**src/rtl/npu_act_pkg.sv**
```systemverilog
// Shared types and constants for the NPU activation stage.
//   act_mode_t  : per-beat activation select carried down the pipeline
//   ACT_CNT_W   : width of the optional statistics counters
//   cnt_sat_add : counter add that sticks at all-ones instead of wrapping
package npu_act_pkg;

    typedef enum logic [1:0] {
        ACT_IDENT,
        ACT_RELU,
        ACT_LEAKY,
        ACT_CLIP
    } act_mode_t;

    localparam int unsigned ACT_CNT_W = 16;

    // Saturating counter increment; carry-out means the counter is full.
    function automatic logic [ACT_CNT_W-1:0] cnt_sat_add(
        input logic [ACT_CNT_W-1:0] cnt,
        input logic [ACT_CNT_W-1:0] inc
    );
        logic [ACT_CNT_W:0] sum;
        sum = {1'b0, cnt} + {1'b0, inc};
        return sum[ACT_CNT_W] ? '1 : sum[ACT_CNT_W-1:0];
    endfunction

endpackage

```
**src/rtl/act_lane.sv**
```systemverilog
// One lane of the activation stage: activation followed by rounding right
// shift and saturation to OUT_W bits. Purely combinational.
// Optional feature macro: ACT_STATS_EN (adds per-lane zero/sat flags).
// Ports:
//   x         in  DATA_W  signed lane value
//   mode      in  2       activation select
//   clip_max  in  DATA_W  signed clipped-ReLU upper bound
//   r         out OUT_W   requantised, saturated result
//   zero_flag out 1       negative input forced to 0 by ReLU/clip (ACT_STATS_EN)
//   sat_flag  out 1       clamped by clip_max or requant saturation (ACT_STATS_EN)
module act_lane
    import npu_act_pkg::*;
#(
    parameter int unsigned DATA_W      = 22,
    parameter int unsigned OUT_W       = 22,
    parameter int unsigned SHIFT       = 0,
    parameter int unsigned LEAKY_SHIFT = 3
) (
    input  logic signed [DATA_W-1:0] x,
    input  act_mode_t                mode,
    input  logic signed [DATA_W-1:0] clip_max,
    output logic        [OUT_W-1:0]  r
`ifdef ACT_STATS_EN
    ,
    output logic                     zero_flag,
    output logic                     sat_flag
`endif
);

    // One extra bit so the rounding add cannot overflow.
    localparam int unsigned EXT_W   = DATA_W + 1;
    localparam int unsigned RND_POS = (SHIFT > 0) ? SHIFT - 1 : 0;
    localparam logic signed [EXT_W-1:0] RND =
        (SHIFT > 0) ? (EXT_W'(1) << RND_POS) : '0;
    localparam logic signed [EXT_W-1:0] OUT_MAX =
        {{(EXT_W-OUT_W+1){1'b0}}, {(OUT_W-1){1'b1}}};
    localparam logic signed [EXT_W-1:0] OUT_MIN =
        {{(EXT_W-OUT_W+1){1'b1}}, {(OUT_W-1){1'b0}}};

    logic                     neg;
    logic signed [DATA_W-1:0] y;
    logic signed [EXT_W-1:0]  y_ext;
    logic signed [EXT_W-1:0]  rounded;
    logic signed [EXT_W-1:0]  shifted;
    logic                     sat_hi;
    logic                     sat_lo;

    assign neg = x[DATA_W-1];

    // Activation function.
    always_comb begin
        y = x;
        case (mode)
            ACT_IDENT: y = x;
            ACT_RELU:  y = neg ? '0 : x;
            ACT_LEAKY: y = neg ? (x >>> LEAKY_SHIFT) : x;
            ACT_CLIP: begin
                if (neg) begin
                    y = '0;
                end else if (x > clip_max) begin
                    // A negative bound still floors the result at zero.
                    y = clip_max[DATA_W-1] ? '0 : clip_max;
                end
            end
            default:   y = x;
        endcase
    end

    // Round-half-up right shift, then saturate to the output range.
    always_comb begin
        y_ext   = {y[DATA_W-1], y};
        rounded = y_ext + RND;
        shifted = rounded >>> SHIFT;
        sat_hi  = shifted > OUT_MAX;
        sat_lo  = shifted < OUT_MIN;
        r       = shifted[OUT_W-1:0];
        if (sat_hi) begin
            r = OUT_MAX[OUT_W-1:0];
        end else if (sat_lo) begin
            r = OUT_MIN[OUT_W-1:0];
        end
    end

`ifdef ACT_STATS_EN
    assign zero_flag = neg && (mode == ACT_RELU || mode == ACT_CLIP);
    assign sat_flag  = (mode == ACT_CLIP && !neg && (x > clip_max)) || sat_hi || sat_lo;
`endif

endmodule

```
**src/rtl/activation_unit.sv**
```systemverilog
// Multi-lane activation + requantisation stage, 2-stage valid/ready pipeline
// with a global stall (no skid buffer).
// Optional feature macro: ACT_STATS_EN (zero/sat statistics counters).
// Ports:
//   clk, rst   clock, synchronous active-high reset
//   mode       activation select, sampled with each accepted beat
//   clip_max   clipped-ReLU bound, sampled with each accepted beat
//   in_valid / in_ready / in_data    upstream handshake, LANES x DATA_W
//   out_valid / out_ready / out_data downstream handshake, LANES x OUT_W
//   stats_clr  clear counters (ACT_STATS_EN)
//   zero_cnt   lanes forced from negative to zero (ACT_STATS_EN)
//   sat_cnt    lanes clipped or saturated (ACT_STATS_EN)
module activation_unit
    import npu_act_pkg::*;
#(
    parameter int unsigned DATA_W      = 22,
    parameter int unsigned OUT_W       = 22,
    parameter int unsigned LANES       = 1,
    parameter int unsigned SHIFT       = 0,
    parameter int unsigned LEAKY_SHIFT = 3
) (
    input  logic                      clk,
    input  logic                      rst,
    input  logic [1:0]                mode,
    input  logic [DATA_W-1:0]         clip_max,
    input  logic                      in_valid,
    output logic                      in_ready,
    input  logic [LANES*DATA_W-1:0]   in_data,
    output logic                      out_valid,
    input  logic                      out_ready,
    output logic [LANES*OUT_W-1:0]    out_data
`ifdef ACT_STATS_EN
    ,
    input  logic                      stats_clr,
    output logic [ACT_CNT_W-1:0]      zero_cnt,
    output logic [ACT_CNT_W-1:0]      sat_cnt
`endif
);

    logic                     en;
    logic                     s1_valid;
    logic [LANES*DATA_W-1:0]  s1_data;
    act_mode_t                s1_mode;
    logic [DATA_W-1:0]        s1_clip;
    logic [LANES*OUT_W-1:0]   lane_r;

    // Whole pipeline advances together; upstream sees the same enable.
    assign en       = !out_valid || out_ready;
    assign in_ready = en;

    // Stage 1: capture beat together with its mode and clip bound.
    always_ff @(posedge clk) begin
        if (rst) begin
            s1_valid <= 1'b0;
            s1_data  <= '0;
            s1_mode  <= ACT_IDENT;
            s1_clip  <= '0;
        end else if (en) begin
            s1_valid <= in_valid;
            if (in_valid) begin
                s1_data <= in_data;
                s1_mode <= act_mode_t'(mode);
                s1_clip <= clip_max;
            end
        end
    end

`ifdef ACT_STATS_EN
    logic [LANES-1:0] zero_flag;
    logic [LANES-1:0] sat_flag;
`endif

    for (genvar g = 0; g < LANES; g++) begin : g_lane
        act_lane #(
            .DATA_W      (DATA_W),
            .OUT_W       (OUT_W),
            .SHIFT       (SHIFT),
            .LEAKY_SHIFT (LEAKY_SHIFT)
        ) u_lane (
            .x         (s1_data[g*DATA_W +: DATA_W]),
            .mode      (s1_mode),
            .clip_max  (s1_clip),
            .r         (lane_r[g*OUT_W +: OUT_W])
`ifdef ACT_STATS_EN
            ,
            .zero_flag (zero_flag[g]),
            .sat_flag  (sat_flag[g])
`endif
        );
    end

    // Stage 2: output register; data only changes when a real beat lands.
    always_ff @(posedge clk) begin
        if (rst) begin
            out_valid <= 1'b0;
            out_data  <= '0;
        end else if (en) begin
            out_valid <= s1_valid;
            if (s1_valid) begin
                out_data <= lane_r;
            end
        end
    end

`ifdef ACT_STATS_EN
    logic [ACT_CNT_W-1:0] zero_inc;
    logic [ACT_CNT_W-1:0] sat_inc;

    // Per-beat count of qualifying lanes.
    always_comb begin
        zero_inc = '0;
        sat_inc  = '0;
        for (int i = 0; i < int'(LANES); i++) begin
            zero_inc = zero_inc + ACT_CNT_W'(zero_flag[i]);
            sat_inc  = sat_inc + ACT_CNT_W'(sat_flag[i]);
        end
    end

    // Counters follow stage-2 capture; clear takes priority.
    always_ff @(posedge clk) begin
        if (rst || stats_clr) begin
            zero_cnt <= '0;
            sat_cnt  <= '0;
        end else if (en && s1_valid) begin
            zero_cnt <= cnt_sat_add(zero_cnt, zero_inc);
            sat_cnt  <= cnt_sat_add(sat_cnt, sat_inc);
        end
    end
`endif

endmodule

```
**config.mk**
```make
export PLATFORM = sky130hd
export DESIGN_NAME = activation_unit
export DESIGN_NICKNAME = d
export VERILOG_FILES = /design/src/rtl/npu_act_pkg.sv /design/src/rtl/act_lane.sv /design/src/rtl/activation_unit.sv
export SDC_FILE = /design/constraint.sdc
export NUM_CORES = 1
export LEC_CHECK = 0
export ABC_CLOCK_PERIOD_IN_PS = 2000
export BUFFER_PORTS_ARGS = -buffer_cell sky130_fd_sc_hd__buf_4
export CELL_PAD_IN_SITES_DETAIL_PLACEMENT = 2
export CELL_PAD_IN_SITES_GLOBAL_PLACEMENT = 2
export CORE_MARGIN = 8
export CORE_UTILIZATION = 28
export CTS_CLUSTER_SIZE = 12
export DETAILED_ROUTE_END_ITERATION = 10
export PLACE_DENSITY = 0.87
export REMOVE_ABC_BUFFERS = 1
export SLEW_MARGIN = 15
export SYNTH_ARGS = -nofsm -noshare
export SYNTH_HDL_FRONTEND = slang
export SYNTH_SLANG_ARGS = --single-unit
export TNS_END_PERCENT = 20
```
**constraint.sdc**
```tcl
create_clock -name clk -period 2 [get_ports clk]
set_input_delay 0.3 -clock clk [delete_from_list [all_inputs] [get_ports clk]]
set_output_delay 0.3 -clock clk [all_outputs]
set_load 0.05 [all_outputs]
```
# After elaboration in Yosys (flattened, before gate mapping)
# Index checks and enable logic that the tools add are counted.
# totals
regBits	70
in_bits	50
output_inout_bits	24
word_cells	25
# op_classes
magnitude_cmp	3
eq_ne	3
n_mux	8
reduce_logical	5
# op_table
op	n
22-bit two-way mux	5
22-bit case mux with 4 select lines	1
21-bit two-way mux	2
22-bit greater-than comparator	1
22-bit greater-than comparator (second input constant)	1
22-bit less-than comparator (second input constant)	1
2-bit == test (second input constant)	2
2-bit AND reduction	2
2-bit by 1-bit == test with 1-bit output (second input constant)	1
2-bit zero test	1
1-bit zero test	1
1-bit logical OR	1

# Logic depth before layout (Yosys ltp)
# logic_depth
ltp_word	7
ltp_mapped	9
mapped_depth_nobuf	8

# Hierarchy
# From an unflattened synthesis, not the netlist that was laid out.
# hier_totals
cells_unflattened	543
area_unflattened_um2	4764.6
# by_module_without_submodules
module	instances	cells_each	area_each_um2	seq_area_each_um2
activation_unit	1	318	3170.5	1401.3
act_lane	1	225	1594.0	0.0

# Worst setup path before layout
# No wires, ideal clock.
# synth_timing
path_type	register to register
from	register out_valid
to	register out_data[0]
setup_time_ps	122
arrival_ps	2244
required_time_ps	1878
setup_slack_ps	-366
path_stages_with_launch	9
n_path_buf	2
period_less_slack_ps	2366
path_cell_list	dfxtp_1 -> nand2b_1 -> and2_1 -> clkbuf_1 -> nand2_1 -> nor2_1 -> and3_4 -> buf_6 -> a221o_1
# synth_between
elab_chain_cells	3
# synth_rtl
element	line	source
from (decl)	activation_unit.sv:29	output logic out_valid,
from (signal assigned)	activation_unit.sv:98	out_valid <= s1_valid;
1-bit zero test	activation_unit.sv:48	assign en = !out_valid || out_ready;
1-bit logical OR	activation_unit.sv:48	
net in_ready	activation_unit.sv:27	output logic in_ready,
2-bit AND reduction (no source line)	--	
to (signal assigned)	activation_unit.sv:100	out_data <= lane_r;
to (decl)	activation_unit.sv:31	output logic [LANES*OUT_W-1:0] out_data
# The timed path passes the listed nets, and every way through them passes these cells.
# A chain may end at the register's enable or synchronous reset.

# Final worst setup path
# layout_timing
from	register s1_clip[19]
to	register out_data[13]
# layout_between
elab_chain_cells	7
elab_cells_between_ends	9
classes_between	3 x order compare; 6 x mux
# layout_rtl
element	line	source
from (decl)	activation_unit.sv:44	logic [DATA_W-1:0] s1_clip;
from (signal assigned)	activation_unit.sv:63	s1_clip <= clip_max;
22-bit greater-than comparator / 21-bit two-way mux (equally long branches)	act_lane.sv:60, act_lane.sv:62	
22-bit two-way mux (*)	act_lane.sv:60	end else if (x > clip_max) begin
22-bit two-way mux (*)	act_lane.sv:58	if (neg) begin
22-bit case mux with 4 select lines (*)	act_lane.sv:53	case (mode)
22-bit less-than comparator	act_lane.sv:75	sat_lo = shifted < OUT_MIN;
22-bit two-way mux	act_lane.sv:79	end else if (sat_lo) begin
22-bit two-way mux (*)	act_lane.sv:77	if (sat_hi) begin
# Every way passes the cells marked *; elsewhere a longest branch is shown, timed or not.

==> results.yml <==
run_status:
  violations: "setup timing"
  status: "finished with violations"
sta:
  slew_headroom_pct: 48.02
  period_share_pct: 120.2
  max_freq_mhz: 416.1
  setup_viol: 21
  tightestPinTransition_ps: 779.7
  drv_slew: 0
  clock_skew_ps: 8.006
  hold_viol: 0
  layout_setup_ws_ps: -403.0
  rsz0062_at_grt: "yes"
  finalCriticalPeriod_ps: 2403
detailed_routing:
  dr.first_iter.drc_count: 226
  drc_errors: 0
  vias: 3845
  wl_um: 16590
  ant_nets: 0
  routedWlPerCell_um: 23.70
  drt-pass1-iter-count: 4
  vias_per_cell: 5.493
clock_tree:
  clockRootBuffer: "clkbuf_16"
  clkLatencyLatePin_ps: 350
  cts_tree: "built"
  htree_levels: 3
  ctsLongestPathBuffers: 2
  clkTransAtPathRegs_ps: 60
  cts_buffers: 9
  clock-sinks: 70
synth:
  ys_dominant_reg_cell: "dfxtp_1"
  yosysWarningCount: 0
  ys_ff_latch: 70
  synth_top_cell_by_area: "dfxtp_1"
  ys_seq_area_share_pct: 40.68
  synth_edf_count: 0
  synth.most_common_cell: "nand2_1"
  async_flop_share_pct: 0
  synth_common_cells: "nand2_1, dfxtp_1, a21oi_1"
  netlist_area_um2: 3445
  syn_inst: 434
  synth_cell_types: 35
  avgSynthCellArea_um2: 7.937
  ys_top_cells_by_area: "dfxtp_1, nand2_1, a21oi_1"
  synth_top_area_share_pct: 40.68
placed_design:
  place.gp.congestion: 0.8514
  io_buffers: 73
  detailed_place_hpwl_um: 9791
floorplan:
  io_pins: 74
  start_util_pct: 28.68
  core_area_um2: 12010
  rows: 40
  die_x_um: 126.9
  die_area_um2: 16110
  die_h_um: 126.9
cells_and_area:
  diodes: 0
  seq_area_um2: 1411
  final_nets: 621
  multi_input_area_um2: 1946
  final_util_pct: 41.59
  syn_to_final_growth_pct: 45.04
  drive_gt1_share_pct: 32.73
  fillCellCount: 1340
critical_path:
  arrival_ps: 2630
  r2r_setup_slack_ps: -400
  start_kind: "flop"
  crit_fanout: 8
  crit_required_ps: 2220
  end_kind: "flop"
  reg2reg_to: "out_data[13]"
  reg2reg_from: "s1_clip[19]"
  crit_type: "flop to flop"
  reg2reg_depth: 10
worst_hold_path:
  hp-start: "clip_max[7]"
  hold_path.class: "primary input to flop"
  hold_depth: 3
  hold_end: "s1_clip[7]"
grt:
  grt_pass1_vias: 4355
  antenna_found_initial: 0
  overflow: 0
  grt_util_all_layers_pct: 18.45
  grt_start_max_net_pins: 71
  grt_pass1_wl_um: 23400
pwr:
  power_w: 0.004121
  powerDensity_nw_per_um2: 824.8
  p_leak_nw: 2.137
  irDropWorstVdd_uv: 434.2
job:
  cap_violations: 0
## report_power, final
part	switching, W	internal, W	total (W)
registers	0.0000725	0.00149	0.00156
logic	0.000562	0.000392	0.000954
clock network	0.000637	0.000971	0.00161
## kinds of logic (layout without fill, tap and decap cells)
kind of cell,after synthesis,after routing,share of synthesized area [%]
adder cells (fa/ha/maj),22,22,7.991
buffers and inverters,58,175,7.301
flip-flops,70,70,40.68
AND/OR/NAND/NOR,170,172,21.36
AO/OA/AOI/OAI,114,114,22.67
## layer usage
layer  track usage [%]  share of wire (%)  vias up
li1                  -                  -     1756
met1             20.33                 40     1932
met2             33.42                 52      115
met3             3.980                4.4       42
met4             7.838                3.8        0
met5                 0                  0        -
## flip-flops by register name, indices dropped and copies added (netlist names)
signal,count
out_data,22
out_valid,1
s1_clip,22
s1_data,22
s1_mode,2
s1_valid,1
## what timing repair did
action / in CTS / in global routing
pin swaps: 1 / 7
resized for setup: 10 / 20
gates cloned: 0 / 4
setup endpoints to repair: 21 / 21
endpoints found under the hold margin: 0 / 0
hold buffers: 0 / 0
setup buffers: 0 / 4
## final cells by class
type / instances / area share, %
multi-input cells: 308 / 38.94
inverters: 26 / 1.953
repair buffers: 134 / 21.41
clock buffers: 15 / 5.760
well taps: 147 / 3.681
flip-flops and latches: 70 / 28.25
## through the flow
stage	hold slack (ps)	setup WS, ps	TNS, ps	cell area [um2]	cells
after floorplan	369.1	-541.0	-27010	3291	402
after CTS	202.7	-275.5	-5137	4826	692
after global routing	203.9	-496.3	-9303	4996	700
after global placement	444.7	-145.1	-2735	4461	677
after detailed placement	469.9	-299.4	-5872	4461	677
final	198.5	-403.0	-7474	4996	700
## cells in the final DEF (no fill, tap or decap), types with 5 or more instances in the layout
cell,count
a21oi_1,60
a221o_1,20
a221oi_1,18
buf_4,129
clkbuf_16,11
dfxtp_1,62
dfxtp_2,8
ha_1,14
ha_4,8
inv_1,21
inv_2,5
nand2_1,100
nor2_1,29
nor3_1,22
## worst max-delay path by stage
stage	startpoint	end	cells after the start	slack, ps
final	s1_clip[19]	out_data[13]	10	-400
after global routing	s1_clip[16]	out_data[13]	10	-500
after CTS	s1_clip[15]	out_data[5]	10	-280
after detailed placement	s1_clip[21]	out_data[14]	9	-300
after global placement	s1_clip[19]	out_data[16]	8	-150
after floorplan	out_valid	out_data[16]	5	-540
## worst max-delay path: stages, from the launching register on
cell	delay, ps
dfxtp_2	330
inv_1	80
ha_4	300
nand2_2	100
nor4_4	380
o311ai_2	180
nand4_1	120
buf_6	130
a21oi_4	100
clkbuf_16	190
a221o_1	370
No activity file was read; power rests on OpenSTA's default activity.
